--- src/rtl/univ_shift_reg.sv ---
// Parametrised universal shift register: hold, shift right/left, parallel load,
// with a frame counter that pulses frame_done after every WIDTH-th shift.
module univ_shift_reg #(
  parameter int unsigned WIDTH = 8,
  parameter int unsigned CNT_W = $clog2(WIDTH)
) (
  input  logic             clk,
  input  logic             reset_n,
  input  logic             en,
  input  logic [1:0]       mode,
  input  logic             sdi_r,
  input  logic             sdi_l,
  input  logic [WIDTH-1:0] pdi,
  output logic [WIDTH-1:0] pdo,
  output logic             sdo_r,
  output logic             sdo_l,
  output logic [CNT_W-1:0] shift_cnt,
  output logic             frame_done
);

  typedef enum logic [1:0] {
    MODE_HOLD = 2'b00,
    MODE_SHR  = 2'b01,
    MODE_SHL  = 2'b10,
    MODE_LOAD = 2'b11
  } mode_e;

  localparam logic [CNT_W-1:0] CNT_MAX = CNT_W'(WIDTH - 1);

  mode_e            mode_op;
  logic [WIDTH-1:0] q_q, q_d;
  logic [CNT_W-1:0] cnt_q, cnt_d;
  logic             done_q, done_d;
  logic             shift;

  assign mode_op = mode_e'(mode);

  always_comb begin
    q_d    = q_q;
    cnt_d  = cnt_q;
    done_d = 1'b0;
    shift  = 1'b0;
    if (en) begin
      case (mode_op)
        MODE_HOLD: ;
        MODE_SHR: begin
          q_d   = {sdi_r, q_q[WIDTH-1:1]};
          shift = 1'b1;
        end
        MODE_SHL: begin
          q_d   = {q_q[WIDTH-2:0], sdi_l};
          shift = 1'b1;
        end
        MODE_LOAD: begin
          q_d   = pdi;
          cnt_d = '0;
        end
        default: ;
      endcase
    end
    // Both directions share one frame count; wrapping marks frame completion.
    if (shift) begin
      if (cnt_q == CNT_MAX) begin
        cnt_d  = '0;
        done_d = 1'b1;
      end else begin
        cnt_d = cnt_q + CNT_W'(1);
      end
    end
  end

  always_ff @(posedge clk) begin
    if (!reset_n) begin
      q_q    <= '0;
      cnt_q  <= '0;
      done_q <= 1'b0;
    end else begin
      q_q    <= q_d;
      cnt_q  <= cnt_d;
      done_q <= done_d;
    end
  end

  assign pdo        = q_q;
  assign sdo_r      = q_q[0];
  assign sdo_l      = q_q[WIDTH-1];
  assign shift_cnt  = cnt_q;
  assign frame_done = done_q;

endmodule

--- config.mk ---
export PLATFORM = sky130hd
export DESIGN_NAME = univ_shift_reg
export DESIGN_NICKNAME = d
export VERILOG_FILES = /design/src/rtl/univ_shift_reg.sv
export SDC_FILE = /design/constraint.sdc
export NUM_CORES = 1
export LEC_CHECK = 0
export CAP_MARGIN = 40
export CELL_PAD_IN_SITES_DETAIL_PLACEMENT = 2
export CELL_PAD_IN_SITES_GLOBAL_PLACEMENT = 2
export CORE_MARGIN = 8
export CORE_UTILIZATION = 21
export DETAILED_ROUTE_END_ITERATION = 6
export PLACE_DENSITY_LB_ADDON = 0.1
export SETUP_SLACK_MARGIN = 0.02
export SLEW_MARGIN = 5
export SYNTH_ARGS = -nofsm -noshare
export SYNTH_HDL_FRONTEND = slang
export SYNTH_SLANG_ARGS = --single-unit
--- constraint.sdc ---
create_clock -name clk -period 1.3 [get_ports clk]
set_clock_uncertainty 0.15 [all_clocks]
set_input_delay 0.195 -clock clk [delete_from_list [all_inputs] [get_ports clk]]
set_output_delay 0.195 -clock clk [all_outputs]
set_load 0.01 [all_outputs]
==> flow_summary.ini, run 1 <==
[clock_tree]
clock_latency_ns = 0.28
clockBufferDepth = 2
clock-sinks = 12
clk_pin_slew_ns = 0.07
root_buffer = clkbuf_4
hold_buffers = 0
cts_buffers = 3
h-tree-depth = 1
cts_tree = yes

[finish]
layout.nets = 131
register_area_um2 = 245.2
antenna_cells = 0
multi_input_area_um2 = 381.6
final_cells = 140
drive_gt1_frac = 0.3119
area_delta_synth_final_pct = 76.78
num-fill-cells = 322

[logic_synthesis]
yosys_register_bits = 12
syn-cell-area_um2 = 614.3
async_reset_ff_frac = 0
synthFlopType = dfxtp_1
yosysWarnings = 0
syn-instance-count = 68
ys_seq_area_frac = 0.3910
synth_cell_types = 18
syn_nets = 88
synth_edf_count = 0
synth.avg_cell_area_um2 = 9.034

[detailed_routing]
drcViolationCount = 0
drtPass1Iterations = 2
wl_per_cell_um = 18.06
avgViaCountPerCell = 5.007
ant_nets = 0
drtIter0Drc = 20
totalWireLength_mm = 2.528
vias = 701

[floorplan]
start_util = 0.2228
core-area_um2 = 2758
ioPinCount = 29
die_x_um = 70.09
die-height_um = 70.09
die-area_um2 = 4912
row_count = 19

[placed_design]
placed_cells = 134
place_congestion = 0.7420
place_hpwl_mm = 1.781
port_buffers = 28

[pwr]
vdd_drop_max_uv = 441.7
leakage_nw = 0.4527
power_density_nw_per_um2 = 848.3

[global_routing]
grt_pass1_wl_mm = 4.250
gr-usage-all-layers = 0.1056
grt_pass1_vias = 802
grt_antenna_before_repair = 0
grt_max_degree = 10
overflow = 0

[setup_path]
worst_ep_required_time_ns = 0.95
critPathKind = register to primary output
reg2reg_slack_ns = 0.06
cp_slowest_cell = dfxtp_2
ff2ff_path_depth = 4
max_stage_delay_ns = 0.36
cp-end-kind = primary output
critPathBufInv = 1
cp_max_fo = 3
worst-path-stages = 1
cp_top_family = flip-flops
crit_chain = dlygate4sd2_1
arrival_ns = 0.90
start_kind = register

[sta]
slew_viol_final = 0
fin_setup_tns_ns = 0
finalHoldViolCount = 0
worst_pin_slew_ns = 0.2101
relSlewSlack = 0.8597
period_share = 0.9615
rsz0062_at_grt = true
setup_violations = 0
fin_crit_ns = 1.250
max_freq_ghz = 0.8000

[flow_run]
drv_cap = 0

[hold_path]
min_delay_path_depth = 4
min_path_type = input port to register

[outcome]
run_status = complete, no violations
==> worst min-delay path, stage by stage <==
cell and delay (ns):
dlymetal6s2s_1 0.18, o21ai_2 0.11, a32oi_1 0.06, nor2b_1 0.09
==> sequential cells by signal, indices dropped and copies added (netlist names) <==
| register | flops |
|---|---|
| frame_done | 1 |
| pdo | 8 |
| shift_cnt | 3 |
==> Yosys cell counts (2+ instances only) <==
| library cell | number | area, µm² |
|---|---|---|
| a22oi_1 | 8 | 60.06 |
| a31oi_1 | 8 | 50.05 |
| dfxtp_1 | 12 | 240.2 |
| buf_2 | 2 | 10.01 |
| nor2b_1 | 3 | 18.77 |
| o21ai_1 | 5 | 25.02 |
| buf_4 | 2 | 15.01 |
| ha_1 | 5 | 62.56 |
| a32oi_1 | 3 | 26.28 |
| o21ai_0 | 4 | 20.02 |
| nand2_1 | 8 | 30.03 |
| inv_1 | 2 | 7.510 |
==> layout make-up <==
type                       count  share of cell area
inverter                       2            0.006912
sequential                    12              0.2258
clock buffer                   3             0.02074
tap                           31             0.03571
timing repair buffer          43              0.3594
multi-input combinational     49              0.3514
==> metrics by stage <==
| step | util | cell area [µm²] | hold WS [ns] | power, mW | setup slack (ns) |
|---|---|---|---|---|---|
| floorplan | - | 614.3 | 0.1867 | 0.5214 | 0.02032 |
| CTS | 0.3893 | 1074 | 0.3465 | 0.9298 | 0.02403 |
| finish | 0.3938 | 1086 | 0.2586 | 0.9213 | 0.05006 |
| global placement | 0.3639 | 1003 | 0.3901 | 0.6807 | -0.4975 |
| global route | 0.3938 | 1086 | 0.3053 | 0.9761 | -0.005311 |
| detailed placement | 0.3639 | 1003 | 0.4144 | 0.6864 | -0.5831 |
==> routing by layer <==
| metal | GRT usage | routed length (µm) | share of wire | vias to the layer above |
|---|---|---|---|---|
| met3 | 0.03672 | 141 | 0.056 | 2 |
| met4 | 0.03348 | 15 | 0.0059 | 0 |
| met2 | 0.1635 | 1172 | 0.46 | 17 |
| met1 | 0.1325 | 1198 | 0.47 | 343 |
| li1 | - | - | - | 339 |
| met5 | 0 | 0 | 0 | - |
==> cell families after synthesis <==
logic type | count (synthesis) | synth area share
DFF | 12 | 0.3910
and+or+nand+nor | 15 | 0.1344
buffers and inverters | 8 | 0.07738
adders and majority gates | 5 | 0.1018
AOI/OAI and AO/OA | 28 | 0.2953
==> repair_timing <==
action,CTS,global route
gates cloned,1,0
setup buffers,2,0
endpoints found under the setup margin,26,18
resized for setup,31,12
pin swaps,3,1
==> layout by cell type (no fill, tap or decap) <==
cell / instances
and2b_2: 1
o21ai_2: 1
a31oi_1: 8
clkdlybuf4s50_1: 11
nor2b_1: 3
o21ai_0: 4
buf_4: 14
a22oi_1: 8
ha_2: 2
and4_1: 1
o21ai_1: 4
and2b_4: 1
nand2_1: 8
buf_12: 1
clkbuf_4: 3
inv_1: 1
dlymetal6s2s_1: 1
clkbuf_2: 2
inv_2: 1
dlygate4sd2_1: 6
nor2_4: 1
a32oi_1: 3
clkdlybuf4s15_1: 8
ha_4: 3
dfxtp_2: 4
nor2_1: 1
dfxtp_1: 8
==> worst paths after layout <==
| check | from | to |
|---|---|---|
| worst max-delay path | shift_cnt[0] | shift_cnt[0] |
| worst min-delay path | en | shift_cnt[0] |
| worst max register to register | shift_cnt[1] | shift_cnt[2] |
| worst min register to register | pdo[0] | pdo[0] |
==> power by group <==
group	internal, mW	switching, mW
registers	0.392	0.0173
clock network	0.107	0.131
logic	0.149	0.124
total	0.648	0.273
Note: power is estimated with default switching activity, not from simulation.
==> run 2, diff against run 1 <==
--- a/config.mk
+++ b/config.mk
@@ -6,7 +6,7 @@
 export NUM_CORES = 1
 export LEC_CHECK = 0
 export CAP_MARGIN = 40
-export CELL_PAD_IN_SITES_DETAIL_PLACEMENT = 2
+export CELL_PAD_IN_SITES_DETAIL_PLACEMENT = 1
 export CELL_PAD_IN_SITES_GLOBAL_PLACEMENT = 2
 export CORE_MARGIN = 8
 export CORE_UTILIZATION = 21
==> flow_summary.ini, run 2 (same netlist as run 1, synthesis figures left out) <==
[outcome]
run_status = complete, no violations

[setup_path]
cp-end-kind = primary output
critPathKind = register to primary output
arrival_ns = 0.90
cp_max_fo = 2
max_stage_delay_ns = 0.34
critPathBufInv = 1
start_kind = register
cp_slowest_cell = dfxtp_1
worst_ep_required_time_ns = 0.95
crit_chain = dlygate4sd2_1
cp_top_family = flip-flops

[clock_tree]
clk_pin_slew_ns = 0.08
hold_buffers = 0
cts_buffers = 3
h-tree-depth = 1
clock_latency_ns = 0.27
cts_tree = yes
clockBufferDepth = 2
post_cts_buffers = 0
root_buffer = clkbuf_4
clock-sinks = 12

[flow_run]
drv_cap = 0

[sta]
finalHoldViolCount = 0
slew_viol_final = 0
period_share = 0.9539
worst_pin_slew_ns = 0.2072
setup_violations = 0
fin_crit_ns = 1.240
rsz0062_at_grt = true
relSlewSlack = 0.8619
max_freq_ghz = 0.8064

[floorplan]
core-area_um2 = 2758
ioPinCount = 29
row_count = 19
die-area_um2 = 4912
die_x_um = 70.09
start_util = 0.2228
die-height_um = 70.09

[finish]
final_cell_mix = clkdlybuf4s50_1 (12), buf_4 (12)
layout.nets = 129
drive_gt1_frac = 0.3364
final_area_um2 = 1056
largest_reg_flops = 8
finish.utilization = 0.3829
area_delta_synth_final_pct = 71.89
antenna_cells = 0

[placed_design]
placed_area_um2 = 1003
port_buffers = 28
place_hpwl_mm = 1.561
place_congestion = 0.7420

[pwr]
leakage_nw = 0.4354
vdd_drop_max_uv = 387.4
power_density_nw_per_um2 = 859.0
p_total_uw = 907.2

[global_routing]
grt_max_degree = 10
overflow = 0
gr-usage-all-layers = 0.09078
grt_antenna_before_repair = 0
grt_pass1_vias = 732
grt_pass1_wl_mm = 3.719

[detailed_routing]
drtPass1Iterations = 4
totalWireLength_mm = 2.155
vias = 663
wl_per_cell_um = 15.62
ant_nets = 0
avgViaCountPerCell = 4.804
drcViolationCount = 0
drtIter0Drc = 16

[hold_path]
min_path_type = input port to register
run 2: cell count changes in the layout (fill, tap and decap cells not counted), sizes merged:
cell and change:
buf -2, clkbuf +3, clkdlybuf4s15 -3, clkdlybuf4s50 +1, dlymetal6s2s -1
run 2: metal layers:
layer  track usage  vias to the layer above  part of all wire
met2        0.1289                       17              0.42
met1        0.1208                      310              0.51
met5             0                        -                 0
met4       0.03348                        0            0.0074
met3       0.03249                        2             0.056
li1              -                      334                 -
run 2: path summary, 6_finish.rpt:
path | startpoint | end | slack (ns) | depth (start not counted)
setup / recovery | pdo[1] | pdo[1] | 0.06 | 1
hold / removal | sdi_r | pdo[7] | 0.35 | 3
setup reg to reg | shift_cnt[0] | shift_cnt[2] | 0.07 | 4
hold reg to reg | shift_cnt[1] | shift_cnt[1] | 0.38 | 2
run 2: through the flow:
stage                     setup WS [ns]  instances  setup TNS, ns  hold slack (ns)
after floorplan                 0.02032         68              0           0.1867
final                           0.05996        138              0           0.3523
after global routing          -0.007552        138      -0.007552           0.3525
after detailed placement        -0.5189        134         -5.748           0.3922
after CTS                       0.02403        138              0           0.3490
after global placement          -0.4975        134         -5.471           0.3901
run 2: final cells by class:
class	instances	area [µm²]
fill	323	1702
multi-input combinational	49	384.1
timing repair buffer	41	357.8
sequential	12	245.2
tap	31	38.79
clock buffer	3	22.52
inverter	2	7.507
run 2: what timing repair did:
item	4_1_cts	5_1_grt
resized for setup	28	18
cloned	1	0
endpoints found under the setup margin	26	12
pin swaps	2	2
run 2: where the power goes:
part	switching, mW	total (mW)	leakage [nW]	internal, mW
registers	0.0142	0.406	0.100	0.392
clock network	0.132	0.239	0.0138	0.107
logic	0.119	0.263	0.321	0.144
run 2: worst register-to-register path, cell delays in order, from the launching register on:
cell and delay [ns]:
dfxtp_2 0.34, ha_2 0.19, ha_4 0.20, a32oi_1 0.18, nor2b_1 0.06
